### config.mk
export PLATFORM = sky130hd
export DESIGN_NAME = issue_queue_age_flat
export DESIGN_NICKNAME = d
export VERILOG_FILES = /design/src/rtl/issue_queue_age_if.sv /design/src/rtl/issue_queue_age.sv /design/src/flat_wrapper.sv
export SDC_FILE = /design/constraint.sdc
export NUM_CORES = 1
export LEC_CHECK = 0
export BUFFER_PORTS_ARGS = -buffer_cell sky130_fd_sc_hd__buf_4
export CORE_MARGIN = 5
export CORE_UTILIZATION = 40
export DETAILED_ROUTE_END_ITERATION = 7
export PLACE_DENSITY_LB_ADDON = 0.3
export SYNTH_ARGS = -nofsm -noshare
export SYNTH_HDL_FRONTEND = slang
export SYNTH_SLANG_ARGS = --single-unit
### constraint.sdc
create_clock -name clk -period 15.54 [get_ports clk]
set_clock_uncertainty 0.1 [all_clocks]
set_input_delay 3.108 -clock clk [delete_from_list [all_inputs] [get_ports clk]]
set_output_delay 3.108 -clock clk [all_outputs]
set_load 0.05 [all_outputs]
### src/rtl/issue_queue_age_if.sv
// Dispatch and issue handshake bundle for issue_queue_age.
// master = dispatch/FU side, slave = the issue queue.
interface issue_queue_age_if #(
   parameter int PREG_W    = 7,
   parameter int ROB_W     = 5,
   parameter int PAYLOAD_W = 64
) ();
   logic                 disp_valid;
   logic                 disp_ready;
   logic [PREG_W-1:0]    disp_ps1;
   logic [PREG_W-1:0]    disp_ps2;
   logic [PREG_W-1:0]    disp_pd;
   logic [ROB_W-1:0]     disp_rob;
   logic [PAYLOAD_W-1:0] disp_payload;

   logic                 iss_valid;
   logic                 iss_ready;
   logic [PREG_W-1:0]    iss_ps1;
   logic [PREG_W-1:0]    iss_ps2;
   logic [PREG_W-1:0]    iss_pd;
   logic [ROB_W-1:0]     iss_rob;
   logic [PAYLOAD_W-1:0] iss_payload;

   modport master (
      output disp_valid, disp_ps1, disp_ps2, disp_pd, disp_rob, disp_payload,
      input  disp_ready,
      input  iss_valid, iss_ps1, iss_ps2, iss_pd, iss_rob, iss_payload,
      output iss_ready
   );

   modport slave (
      input  disp_valid, disp_ps1, disp_ps2, disp_pd, disp_rob, disp_payload,
      output disp_ready,
      output iss_valid, iss_ps1, iss_ps2, iss_pd, iss_rob, iss_payload,
      input  iss_ready
   );
endinterface

### src/rtl/issue_queue_age.sv
// Age-ordered reservation station with tag-broadcast wakeup and wrap-aware partial flush.
// Optional macro RS_BYPASS_EN: wakeups coinciding with dispatch set the new entry's ready bits.
module issue_queue_age #(
   parameter int DEPTH     = 8,
   parameter int PREG_W    = 7,
   parameter int ROB_W     = 5,
   parameter int NUM_WK    = 2,
   parameter int PAYLOAD_W = 64
) (
   input  logic                          clk,
   input  logic                          reset,
   issue_queue_age_if.slave              bus,
   input  logic [(1<<PREG_W)-1:0]        preg_ready_i,
   input  logic [NUM_WK-1:0]             wk_valid_i,
   input  logic [NUM_WK*PREG_W-1:0]      wk_preg_i,
   input  logic [ROB_W-1:0]              rob_head_i,
   input  logic                          flush_i,
   input  logic [ROB_W-1:0]              flush_rob_i,
   output logic [$clog2(DEPTH+1)-1:0]    count_o
);
   localparam int IDX_W = $clog2(DEPTH);
   localparam int CNT_W = $clog2(DEPTH+1);

   function automatic logic [ROB_W-1:0] age_of(input logic [ROB_W-1:0] rob,
                                                input logic [ROB_W-1:0] head);
      age_of = rob - head;
   endfunction

   logic [DEPTH-1:0]     valid_q, rdy1_q, rdy2_q;
   logic [PREG_W-1:0]    ps1_q [DEPTH];
   logic [PREG_W-1:0]    ps2_q [DEPTH];
   logic [PREG_W-1:0]    pd_q  [DEPTH];
   logic [ROB_W-1:0]     rob_q [DEPTH];
   logic [PAYLOAD_W-1:0] payload_q [DEPTH];

   logic                 iss_valid_q;
   logic [PREG_W-1:0]    iss_ps1_q, iss_ps2_q, iss_pd_q;
   logic [ROB_W-1:0]     iss_rob_q;
   logic [PAYLOAD_W-1:0] iss_payload_q;

   logic [DEPTH-1:0][NUM_WK-1:0] wk_hit1, wk_hit2;
   logic [DEPTH-1:0]     kill;
   logic [ROB_W-1:0]     flush_age;
   logic                 free_found, sel_found;
   logic [IDX_W-1:0]     free_idx, sel_idx;
   logic [ROB_W-1:0]     sel_age;
   logic [CNT_W-1:0]     cnt;
   logic                 disp_fire, iss_fire, iss_kill;
   logic                 disp_rdy1, disp_rdy2;

   assign flush_age = age_of(flush_rob_i, rob_head_i);

   genvar gi, gk;
   generate
      for (gi = 0; gi < DEPTH; gi++) begin : g_entry
         for (gk = 0; gk < NUM_WK; gk++) begin : g_port
            assign wk_hit1[gi][gk] = wk_valid_i[gk] && (wk_preg_i[gk*PREG_W +: PREG_W] == ps1_q[gi]);
            assign wk_hit2[gi][gk] = wk_valid_i[gk] && (wk_preg_i[gk*PREG_W +: PREG_W] == ps2_q[gi]);
         end
         // Strictly younger than the mispredicting µop; equal age survives.
         assign kill[gi] = flush_i && (age_of(rob_q[gi], rob_head_i) > flush_age);
      end
   endgenerate

`ifdef RS_BYPASS_EN
   logic [NUM_WK-1:0] disp_m1, disp_m2;
   generate
      for (gk = 0; gk < NUM_WK; gk++) begin : g_bypass
         assign disp_m1[gk] = wk_valid_i[gk] && (wk_preg_i[gk*PREG_W +: PREG_W] == bus.disp_ps1);
         assign disp_m2[gk] = wk_valid_i[gk] && (wk_preg_i[gk*PREG_W +: PREG_W] == bus.disp_ps2);
      end
   endgenerate
   assign disp_rdy1 = preg_ready_i[bus.disp_ps1] | (|disp_m1);
   assign disp_rdy2 = preg_ready_i[bus.disp_ps2] | (|disp_m2);
`else
   assign disp_rdy1 = preg_ready_i[bus.disp_ps1];
   assign disp_rdy2 = preg_ready_i[bus.disp_ps2];
`endif

   always_comb begin
      free_found = 1'b0;
      free_idx   = '0;
      cnt        = '0;
      for (int i = 0; i < DEPTH; i++) begin
         cnt = cnt + CNT_W'(valid_q[i]);
         if (!valid_q[i] && !free_found) begin
            free_found = 1'b1;
            free_idx   = IDX_W'(i);
         end
      end
   end

   // Strict less-than keeps the lower index on equal ages.
   always_comb begin
      sel_found = 1'b0;
      sel_idx   = '0;
      sel_age   = '1;
      for (int i = 0; i < DEPTH; i++) begin
         if (valid_q[i] && rdy1_q[i] && rdy2_q[i] &&
             (!sel_found || age_of(rob_q[i], rob_head_i) < sel_age)) begin
            sel_found = 1'b1;
            sel_idx   = IDX_W'(i);
            sel_age   = age_of(rob_q[i], rob_head_i);
         end
      end
   end

   assign disp_fire = bus.disp_valid && free_found && !flush_i;
   assign iss_fire  = sel_found && !flush_i && (!iss_valid_q || bus.iss_ready);
   assign iss_kill  = flush_i && (age_of(iss_rob_q, rob_head_i) > flush_age);

   always_ff @(posedge clk or posedge reset) begin
      if (reset) begin
         valid_q <= '0;
         rdy1_q  <= '0;
         rdy2_q  <= '0;
      end else begin
         for (int i = 0; i < DEPTH; i++) begin
            if (disp_fire && free_idx == IDX_W'(i)) begin
               valid_q[i] <= 1'b1;
               rdy1_q[i]  <= disp_rdy1;
               rdy2_q[i]  <= disp_rdy2;
            end else if (kill[i] || (iss_fire && sel_idx == IDX_W'(i))) begin
               valid_q[i] <= 1'b0;
               rdy1_q[i]  <= 1'b0;
               rdy2_q[i]  <= 1'b0;
            end else if (valid_q[i]) begin
               rdy1_q[i]  <= rdy1_q[i] | (|wk_hit1[i]);
               rdy2_q[i]  <= rdy2_q[i] | (|wk_hit2[i]);
            end
         end
      end
   end

   // Entry payload storage carries no reset; valid_q qualifies it.
   always_ff @(posedge clk) begin
      if (disp_fire) begin
         ps1_q[free_idx]     <= bus.disp_ps1;
         ps2_q[free_idx]     <= bus.disp_ps2;
         pd_q[free_idx]      <= bus.disp_pd;
         rob_q[free_idx]     <= bus.disp_rob;
         payload_q[free_idx] <= bus.disp_payload;
      end
   end

   always_ff @(posedge clk or posedge reset) begin
      if (reset) begin
         iss_valid_q   <= 1'b0;
         iss_ps1_q     <= '0;
         iss_ps2_q     <= '0;
         iss_pd_q      <= '0;
         iss_rob_q     <= '0;
         iss_payload_q <= '0;
      end else if (iss_fire) begin
         iss_valid_q   <= 1'b1;
         iss_ps1_q     <= ps1_q[sel_idx];
         iss_ps2_q     <= ps2_q[sel_idx];
         iss_pd_q      <= pd_q[sel_idx];
         iss_rob_q     <= rob_q[sel_idx];
         iss_payload_q <= payload_q[sel_idx];
      end else if (iss_valid_q && (bus.iss_ready || iss_kill)) begin
         iss_valid_q   <= 1'b0;
      end
   end

   assign bus.disp_ready  = free_found;
   assign count_o         = cnt;
   assign bus.iss_valid   = iss_valid_q;
   assign bus.iss_ps1     = iss_ps1_q;
   assign bus.iss_ps2     = iss_ps2_q;
   assign bus.iss_pd      = iss_pd_q;
   assign bus.iss_rob     = iss_rob_q;
   assign bus.iss_payload = iss_payload_q;
endmodule

### src/flat_wrapper.sv
// flat-port wrapper written by rule: the top's interface ports become plain ports
module issue_queue_age_flat 
#(
   parameter int DEPTH     = 8,
   parameter int PREG_W    = 7,
   parameter int ROB_W     = 5,
   parameter int NUM_WK    = 2,
   parameter int PAYLOAD_W = 64
)
  (clk, reset, preg_ready_i, wk_valid_i, wk_preg_i, rob_head_i, flush_i, flush_rob_i, count_o, bus_disp_valid, bus_disp_ps1, bus_disp_ps2, bus_disp_pd, bus_disp_rob, bus_disp_payload, bus_disp_ready, bus_iss_valid, bus_iss_ps1, bus_iss_ps2, bus_iss_pd, bus_iss_rob, bus_iss_payload, bus_iss_ready);
  issue_queue_age_if #(.PREG_W(PREG_W), .ROB_W(ROB_W), .PAYLOAD_W(PAYLOAD_W)) bus_i ();
  input  logic clk;
  input  logic reset;
  input  logic [(1<<PREG_W)-1:0] preg_ready_i;
  input  logic [NUM_WK-1:0] wk_valid_i;
  input  logic [NUM_WK*PREG_W-1:0] wk_preg_i;
  input  logic [ROB_W-1:0] rob_head_i;
  input  logic flush_i;
  input  logic [ROB_W-1:0] flush_rob_i;
  output logic [$clog2(DEPTH+1)-1:0] count_o;
  input wire logic [$bits(bus_i.disp_valid)-1:0] bus_disp_valid;
  input wire logic [$bits(bus_i.disp_ps1)-1:0] bus_disp_ps1;
  input wire logic [$bits(bus_i.disp_ps2)-1:0] bus_disp_ps2;
  input wire logic [$bits(bus_i.disp_pd)-1:0] bus_disp_pd;
  input wire logic [$bits(bus_i.disp_rob)-1:0] bus_disp_rob;
  input wire logic [$bits(bus_i.disp_payload)-1:0] bus_disp_payload;
  output wire logic [$bits(bus_i.disp_ready)-1:0] bus_disp_ready;
  output wire logic [$bits(bus_i.iss_valid)-1:0] bus_iss_valid;
  output wire logic [$bits(bus_i.iss_ps1)-1:0] bus_iss_ps1;
  output wire logic [$bits(bus_i.iss_ps2)-1:0] bus_iss_ps2;
  output wire logic [$bits(bus_i.iss_pd)-1:0] bus_iss_pd;
  output wire logic [$bits(bus_i.iss_rob)-1:0] bus_iss_rob;
  output wire logic [$bits(bus_i.iss_payload)-1:0] bus_iss_payload;
  input wire logic [$bits(bus_i.iss_ready)-1:0] bus_iss_ready;
  assign bus_i.disp_valid = bus_disp_valid;
  assign bus_i.disp_ps1 = bus_disp_ps1;
  assign bus_i.disp_ps2 = bus_disp_ps2;
  assign bus_i.disp_pd = bus_disp_pd;
  assign bus_i.disp_rob = bus_disp_rob;
  assign bus_i.disp_payload = bus_disp_payload;
  assign bus_disp_ready = bus_i.disp_ready;
  assign bus_iss_valid = bus_i.iss_valid;
  assign bus_iss_ps1 = bus_i.iss_ps1;
  assign bus_iss_ps2 = bus_i.iss_ps2;
  assign bus_iss_pd = bus_i.iss_pd;
  assign bus_iss_rob = bus_i.iss_rob;
  assign bus_iss_payload = bus_i.iss_payload;
  assign bus_i.iss_ready = bus_iss_ready;
  issue_queue_age #(.DEPTH(DEPTH), .PREG_W(PREG_W), .ROB_W(ROB_W), .NUM_WK(NUM_WK), .PAYLOAD_W(PAYLOAD_W)) u_core (.clk(clk), .reset(reset), .bus(bus_i), .preg_ready_i(preg_ready_i), .wk_valid_i(wk_valid_i), .wk_preg_i(wk_preg_i), .rob_head_i(rob_head_i), .flush_i(flush_i), .flush_rob_i(flush_rob_i), .count_o(count_o));
endmodule
==> results of run 1 <==
==> tightest hold or removal path: stages (launching register included) <==
cell and delay, ns:
edfxtp_1 0.32, a22oi_1 0.06, o211ai_1 0.09
==> cell usage in the layout (no fill, tap or decap), types with 44 or more instances in the layout <==
master / count
clkbuf_16: 93
mux2i_1: 50
o21ai_0: 44
mux4_2: 84
xnor2_1: 170
nor4_1: 194
a2111oi_2: 87
a31oi_1: 95
inv_1: 325
a21oi_1: 48
buf_4: 492
mux2_2: 53
xor2_1: 94
nor2_1: 51
a2bb2oi_1: 45
edfxtp_1: 720
ha_1: 111
dfrtp_1: 115
o211ai_1: 51
nand4_1: 53
a22oi_1: 146
==> logic make-up (layout without fill, tap and decap cells) <==
kind of cell | count (synthesis) | in the layout | synth area share [%]
flops | 835 | 835 | 58.6
compound gates | 685 | 685 | 13.3
buf+inv | 553 | 1021 | 5.20
simple gates | 426 | 426 | 5.81
xor+xnor | 267 | 267 | 5.61
mux | 194 | 194 | 7.33
fa+ha+maj | 132 | 132 | 4.19
other cells | 0 | 6 | 0
==> where the power goes <==
part | total [mW] | internal, mW | leakage (nW) | switching [mW]
clock network | 2.10 | 1.20 | 1.43 | 0.900
logic | 1.20 | 0.440 | 9.43 | 0.765
registers | 2.74 | 2.61 | 8.03 | 0.130
==> registers in the layout, indices dropped and copies added, names as in the netlist <==
| register | count |
|---|---|
| u_core.bus.iss_ps1 | 7 |
| u_core.rdy2_q | 8 |
| u_core.valid_q | 8 |
| u_core.payload_q | 512 |
| u_core.rdy1_q | 8 |
| u_core.bus.iss_pd | 7 |
| u_core.bus.iss_payload | 64 |
| u_core.bus.iss_ps2 | 7 |
| u_core.ps1_q | 56 |
| u_core.pd_q | 56 |
| u_core.rob_q | 40 |
| u_core.ps2_q | 56 |
| u_core.bus.iss_rob | 5 |
| u_core.bus.iss_valid | 1 |
==> per-layer routing <==
layer	vias to the layer above	GRT usage (%)	wire, um
met3	200	4.30	10500
met2	1266	37.4	63200
li1	12800	-	-
met5	-	0	80
met4	12	6.03	3290
met1	14900	32.6	56400
==> cells in the mapped netlist (12+ instances only) <==
cell	number	area share (%)
ha_1	117	3.5
nor4_1	195	2.9
nand2_1	33	0.30
nand3_1	28	0.34
a31oi_1	95	1.4
a2111oi_2	76	2.7
a21o_1	43	0.77
xor2_1	94	2.0
nor2b_1	16	0.24
nor2_1	54	0.48
fa_1	14	0.67
o211ai_1	51	0.92
mux2_2	54	1.5
mux2i_1	55	1.3
buf_1	17	0.15
o21ai_0	47	0.56
and3_1	12	0.18
o21a_1	18	0.32
nand2b_1	15	0.22
nand4_1	53	0.79
edfxtp_1	720	52
a2bb2oi_1	45	0.94
clkbuf_1	149	1.3
a21oi_1	58	0.69
dfrtp_1	115	6.9
buf_2	51	0.61
mux4_2	84	4.5
o221ai_1	41	0.86
inv_1	327	2.9
xnor2_1	172	3.6
a22oi_1	147	2.6
==> how the worst min path moves through the flow <==
stage                                             to  slack (ns)  cells after the start
after floorplan            u_core.bus.iss_payload[0]        0.38                      2
after global placement    u_core.bus.iss_payload[57]        0.38                      2
after detailed placement  u_core.bus.iss_payload[52]        0.39                      2
after CTS                  u_core.bus.iss_payload[6]        0.40                      2
after global routing      u_core.bus.iss_payload[33]        0.42                      2
final                      u_core.bus.iss_payload[6]        0.40                      2
==> final cells by class <==
class                   instances  area (um2)
diodes                          6        15.0
fillers                      9004       53300
inverters                     327        1240
multi-input cells            1704       15600
flip-flops and latches        835       24500
repair buffers                526        4370
clock inverters                56         519
well taps                    1380        1730
clock buffers                 112        2400
==> repair_timing <==
action                     CTS  global route
gates resized for setup      0            30
buffers inserted             0            12
setup endpoints to repair    0           114
==> flow_summary.ini, run 1 <==
[run_status]
outcome = complete, no violations

[grt]
overflow = 0
grt_pass1_wl_um = 195000
grt_max_degree = 78
grt_pass1_vias = 29200
grt_usage_pct = 23.2
antenna_found_initial = 12

[cells_and_area]
fin_cells = 4946
syn_to_final_growth_pct = 20.4
post_route_cells_drive_above_1_share_pct = 27.0
finish.utilization_pct = 48.6
design_area_mm2 = 0.0504
nNetsFinal = 3864

[synthesis]
ys_ff_latch = 835
netlist_instances = 3092
ys_warn_count = 0
synth-main-ff-cell = edfxtp_1
synth_fp_nets = 3472
synth_cell_types = 69
ys_seq_area_share_pct = 58.6
synth_area_per_cell_um2 = 13.5
async_flop_share_pct = 13.8
syn_area_mm2 = 0.0418
synth_edf_count = 720

[setup_path]
cp-end-kind = flop
crit_path_end = u_core.bus.iss_ps2[1]
reg2reg_depth = 70
crit_type = in -> reg
start_kind = input pin
required_ns = 15.97
reg2reg_slack_ns = 2.71
cp_num_cells = 70
reg2reg_to = u_core.bus.iss_ps2[1]
crit_top_cell = a21o_1
cp_slowest_cell = a2111oi_2
cp-startpoint = rob_head_i[0]
cp_top_family = compound AO/OA/AOI/OAI gates
cp_max_fo = 26
slowest_delay_ns = 0.42
r2r-start = u_core.rob_q[1][0]
worstPathArrival_ns = 15.47
path_buf_inv = 8

[placed_design]
place_area_mm2 = 0.0471
preCtsSetupSlack_ns = -0.651
gp_congestion = 0.907
io_buffer_count = 344
dp_hpwl_um = 86100
dp_cells = 4758

[detailed_routing]
vias = 29200
first_pass_iters = 5
drt_iter0_drc = 3056
route.detailed.drc = 0
wirelength_um = 133000
ant_nets = 0
via_per_inst = 5.89
routedWlPerCell_um = 27.0

[clock_network]
cts_tree = built
numCtsBuffers = 90
insertion_delay_ns = 0.67
cts_sinks = 835
path_clk_slew_ns = 0.06
cts_hold_buffers = 0
clock_path_buffers = 3
root_buffer = clkbuf_16
htreeDepth = 3

[die]
fp-row-count = 118
fp.dieH_um = 333
die_w_um = 333
start_util_pct = 40.4
ios = 345
dieArea_mm2 = 0.111
core-area_mm2 = 0.104

[timing]
holdWs_ns = 0.398
slew_headroom_pct = 17.3
period_needed_ns = 15.04
fin_crit_sh_pct = 96.8
fmax_mhz = 66.5
setup_viol = 0
drv_slew = 0
fin_tns_setup_ns = 0
finalWorstSetupSlack_ns = 0.497
hold_violations = 0
worst_slew_pin_slew_ns = 1.24

[hold_path]
hold_start = u_core.payload_q[3][6]
hold_path_class = reg -> reg

[power]
vdd_ir_drop_max_uv = 119
power_density_mw_per_mm2 = 120
power.total_mw = 6.05
p_leak_nw = 18.9

[run]
drv_cap = 0
(Power assumes the default switching activity.)
==> run 2, diff against run 1 <==
--- a/config.mk
+++ b/config.mk
@@ -6,7 +6,7 @@
 export NUM_CORES = 1
 export LEC_CHECK = 0
 export BUFFER_PORTS_ARGS = -buffer_cell sky130_fd_sc_hd__buf_4
-export CORE_MARGIN = 5
+export CORE_MARGIN = 10
 export CORE_UTILIZATION = 40
 export DETAILED_ROUTE_END_ITERATION = 7
 export PLACE_DENSITY_LB_ADDON = 0.3
==> constraint.sdc (replaced) <==
create_clock -name clk -period 15.54 [get_ports clk]
set_clock_uncertainty 0.1 [all_clocks]
set_input_delay 1.554 -clock clk [delete_from_list [all_inputs] [get_ports clk]]
set_output_delay 1.554 -clock clk [all_outputs]
set_load 0.05 [all_outputs]
==> flow_summary.ini, run 2 (synthesis gave the netlist of run 1 again) <==
[setup_path]
start_kind = input pin
r2r-start = u_core.rob_q[0][0]
crit_path_end = u_core.bus.iss_ps1[5]
slowest_delay_ns = 0.60
reg2reg_depth = 63
crit_type = in -> reg
worstPathArrival_ns = 15.06
required_ns = 15.99
reg2reg_slack_ns = 1.61
cp_max_fo = 39
cp_slowest_cell = buf_4
cp_top_family = compound AO/OA/AOI/OAI gates
cp_num_cells = 63
reg2reg_to = u_core.bus.iss_ps1[5]
cp-startpoint = rob_head_i[0]
cp-end-kind = flop
crit_top_cell = a21o_1
path_buf_inv = 8

[die]
ios = 345
fp-row-count = 118
start_util_pct = 40.4
dieArea_mm2 = 0.118
die_w_um = 343
core-area_mm2 = 0.104
fp.dieH_um = 343

[clock_network]
htreeDepth = 3
numCtsBuffers = 90
insertion_delay_ns = 0.68
cts_sinks = 835
path_clk_slew_ns = 0.06
cts_tree = built
cts_hold_buffers = 0
clock_path_buffers = 3
root_buffer = clkbuf_16

[power]
p_leak_nw = 18.4
vdd_ir_drop_max_uv = 122
power.total_mw = 6.11
power_density_mw_per_mm2 = 123

[timing]
period_needed_ns = 14.60
worst_slew_pin_slew_ns = 1.20
drv_slew = 0
fmax_mhz = 68.5
setup_viol = 0
fin_crit_sh_pct = 94.0
fin_tns_setup_ns = 0
hold_violations = 0
slew_headroom_pct = 20.0

[detailed_routing]
routedWlPerCell_um = 28.1
top_layer = met5
first_pass_iters = 5
vias = 28900
via_per_inst = 5.96
drt-met1-wl_um = 58100
wl_met2_um = 63700
drt_iter0_drc = 2986
ant_nets = 0
wl_met3_um = 11300
route.detailed.drc = 0
wirelength_um = 136000

[grt]
grt_pass1_wl_um = 195000
antenna_found_initial = 9
overflow = 0
grt_usage_pct = 21.8
grt_pass1_vias = 28900
grt_max_degree = 165

[cells_and_area]
top_register = u_core.payload_q
nNetsFinal = 3765
final_common_cell = edfxtp_1
design_area_mm2 = 0.0495
post_route_cells_drive_above_1_share_pct = 24.0
fin_cells = 4843
largest_reg_flops = 512
syn_to_final_growth_pct = 18.4
mostFrequentLayoutCells = edfxtp_1 (720), buf_4 (399), inv_1 (326)

[hold_path]
hold_path_class = reg -> reg

[run]
drv_cap = 0

[placed_design]
place_area_mm2 = 0.0460
io_buffer_count = 344
gp_congestion = 0.877
dp_cells = 4654
dp_hpwl_um = 81600

[run_status]
outcome = complete, no violations
## run 2: cell types whose count changed in the layout (fill, tap and decap cells not counted), moves of 7 or more
| cell | change |
|---|---|
| clkbuf_1 | +11 |
| clkinv_1 | -10 |
| buf_12 | -14 |
| clkbuf_8 | +10 |
| buf_4 | -93 |
| a2111oi_2 | -11 |
| a2111oi_4 | +7 |
| clkinv_2 | -9 |
## run 2: metrics by stage
step | setup slack (ns) | util [%] | hold WS [ns]
floorplan | 0.104 | - | 0.376
global placement | 0.0613 | 44.3 | 0.379
detailed placement | -0.207 | 44.3 | 0.390
CTS | 0.500 | 47.3 | 0.402
global route | -0.0586 | 47.8 | 0.420
finish | 0.939 | 47.8 | 0.400
## run 2: layer usage
layer | GRT usage [%] | vias to the layer above
met4 | 6.14 | 16
met3 | 4.41 | 218
met2 | 34.8 | 1320
li1 | - | 12600
met1 | 30.1 | 14700
met5 | 0 | -
## run 2: how the worst min path moves through the flow
| stage | from | to | depth (start not counted) |
|---|---|---|---|
| 3_5_place_dp | u_core.payload_q[3][59] | u_core.bus.iss_payload[59] | 2 |
| 3_3_place_gp | u_core.payload_q[3][11] | u_core.bus.iss_payload[11] | 2 |
| 4_1_cts | u_core.payload_q[3][61] | u_core.bus.iss_payload[61] | 2 |
| 5_1_grt | u_core.payload_q[3][44] | u_core.bus.iss_payload[44] | 2 |
| 2_1_floorplan | u_core.payload_q[3][0] | u_core.bus.iss_payload[0] | 2 |
| 6_report | u_core.payload_q[3][61] | u_core.bus.iss_payload[61] | 2 |
## run 2: what timing repair did
item                       4_1_cts  5_1_grt
setup buffers                    0       10
setup endpoints to repair        0      114
gates resized for setup          0       54
## run 2: tightest hold or removal path, cell delays in order (launching register included)
cell      delay, ns
edfxtp_1       0.32
a22oi_1        0.06
o211ai_1       0.09
## run 2: final cells by class
cell class / instances / area, um2
well taps: 1380 / 1730
fillers: 9093 / 54100
clock inverters: 37 / 470
diodes: 1 / 2.50
repair buffers: 426 / 3530
inverters: 327 / 1230
flip-flops and latches: 835 / 24500
multi-input cells: 1705 / 15500
clock buffers: 132 / 2550
## run 2: power breakdown
group / switching (mW) / internal (mW) / total [mW]
combinational: 0.758 / 0.426 / 1.18
sequential: 0.127 / 2.61 / 2.74
clock: 0.927 / 1.25 / 2.18
total: 1.81 / 4.29 / 6.11
==> run 3, diff against run 2 <==
--- a/config.mk
+++ b/config.mk
@@ -7,7 +7,7 @@
 export LEC_CHECK = 0
 export BUFFER_PORTS_ARGS = -buffer_cell sky130_fd_sc_hd__buf_4
 export CORE_MARGIN = 10
-export CORE_UTILIZATION = 40
+export CORE_UTILIZATION = 55
 export DETAILED_ROUTE_END_ITERATION = 7
 export PLACE_DENSITY_LB_ADDON = 0.3
 export SYNTH_ARGS = -nofsm -noshare
==> flow_summary.ini, run 3 (synthesis gave the netlist of run 1 again) <==
[die]
fp.dieH_um = 296
dieArea_mm2 = 0.0875
die_w_um = 296
start_util_pct = 55.3
fp-row-count = 101
core-area_mm2 = 0.0757
ios = 345

[cells_and_area]
fin_cells = 4447
multiInputGateArea_mm2 = 0.0153
post_route_cells_drive_above_1_share_pct = 24.2
regArea_mm2 = 0.0245
syn_to_final_growth_pct = 17.0
top_register = u_core.payload_q
final_common_cell = edfxtp_1
mostFrequentLayoutCells = edfxtp_1 (720), buf_4 (423), inv_1 (326)
nNetsFinal = 3775
design_area_mm2 = 0.0489
finish.utilization_pct = 64.7
largest_reg_flops = 512
antenna_cells = 0
nFillCells = 5408

[setup_path]
start_kind = input pin
worstPathArrival_ns = 15.22
crit_top_cell = a21o_1
cp-end-kind = flop
cp_max_fo = 23
cp_slowest_cell = a2111oi_2
slowest_delay_ns = 0.48
required_ns = 15.95
crit_type = in -> reg

[power]
seqPwrFrac_pct = 44.3
power_density_mw_per_mm2 = 126
internal_power_mw = 4.39
p_leak_nw = 18.5
clkPwrFrac_pct = 36.3
p_sw_share_pct = 29.0
power_frac_comb_pct = 19.4
vdd_ir_drop_max_uv = 119
switching_power_mw = 1.79

[clock_network]
clock_path_buffers = 3
path_clk_slew_ns = 0.06
numCtsBuffers = 86
htreeDepth = 3
insertion_delay_ns = 0.67
root_buffer = clkbuf_16
cts_hold_buffers = 0
cts_sinks = 835
cts_tree = built

[placed_design]
dp_hpwl_um = 82500
place_area_mm2 = 0.0457
dp_cells = 4273
io_buffer_count = 344
gp_congestion = 0.919

[detailed_routing]
via_per_inst = 6.72
first_pass_iters = 6
drt_iter0_drc = 3491
routedWlPerCell_um = 29.6
ant_nets = 0
vias = 29900
wirelength_um = 131000
route.detailed.drc = 0

[grt]
antenna_found_initial = 4
grt_pass1_wl_um = 195000
overflow = 0
grt_max_degree = 183
grt_pass1_vias = 31100
grt_usage_pct = 29.6

[timing]
slew_headroom_pct = 20.7
fin_tns_setup_ns = 0
fin_crit_sh_pct = 95.3
fmax_mhz = 67.5
hold_violations = 0
setup_viol = 0
worst_slew_pin_slew_ns = 1.19
period_needed_ns = 14.81
drv_slew = 0

[hold_path]
hold_path_class = reg -> reg

[run_status]
outcome = complete, no violations

[run]
drv_cap = 0
-- run 3: worst paths after layout --
kind	end	slack [ns]	depth (start not counted)	start
setup / recovery	u_core.bus.iss_payload[21]	0.73	69	rob_head_i[0]
hold / removal	u_core.bus.iss_payload[11]	0.40	2	u_core.payload_q[3][11]
setup reg to reg	u_core.bus.iss_payload[21]	1.41	69	u_core.rob_q[1][0]
hold reg to reg	u_core.bus.iss_payload[11]	0.40	2	u_core.payload_q[3][11]
max in group asynchronous	u_core.rdy1_q[1]	12.89	3	reset
min in group asynchronous	u_core.bus.iss_payload[5]	0.97	2	reset
-- run 3: critical path, delay by kind of cell --
family	cells	cell delay [ns]
xor+xnor	1	0.17
mux	3	0.75
buf+inv	10	1.53
simple gates	10	1.45
compound gates	35	6.48
fa+ha+maj	10	3.22
-- run 3: power by group through the flow --
stage | Sequential, mW | Combinational, mW | Clock [mW]
detailed placement | 2.78 | 1.19 | 0
global placement | 2.77 | 1.16 | 0
finish | 2.74 | 1.20 | 2.24
CTS | 2.74 | 1.20 | 2.26
floorplan | 3.02 | 0.496 | 0
global route | 2.75 | 1.28 | 2.35
-- run 3: timing repair --
item,4_1_cts,5_1_grt
buffers inserted,0,11
resized for setup,0,17
endpoints found under the setup margin,0,109
-- run 3: metal layers --
metal	vias to the layer above	wire length (um)	part of all wire (%)	track usage (%)
li1	12600	-	-	-
met1	15100	50200	38	38.6
met2	1833	63100	48	48.4
met3	352	12600	9.6	5.58
met4	8	5500	4.2	12.3
met5	-	50	0.038	0
-- run 3: layout make-up --
type | instances | area share (%)
timing repair buffer | 441 | 7.21
tap | 978 | 2.50
clock inverter | 50 | 1.51
sequential | 835 | 50.1
clock buffer | 112 | 4.87
inverter | 327 | 2.52
multi-input combinational | 1704 | 31.3
-- run 3: stage by stage --
| step | setup WS (ns) | hold slack (ns) | power [mW] |
|---|---|---|---|
| 6_report | 0.728 | 0.398 | 6.18 |
| 5_1_grt | -0.0204 | 0.430 | 6.38 |
| 4_1_cts | 0.350 | 0.402 | 6.20 |
| 3_5_place_dp | -0.221 | 0.387 | 3.97 |
| 3_3_place_gp | 0.0539 | 0.380 | 3.93 |
| 2_1_floorplan | 0.104 | 0.376 | 3.52 |
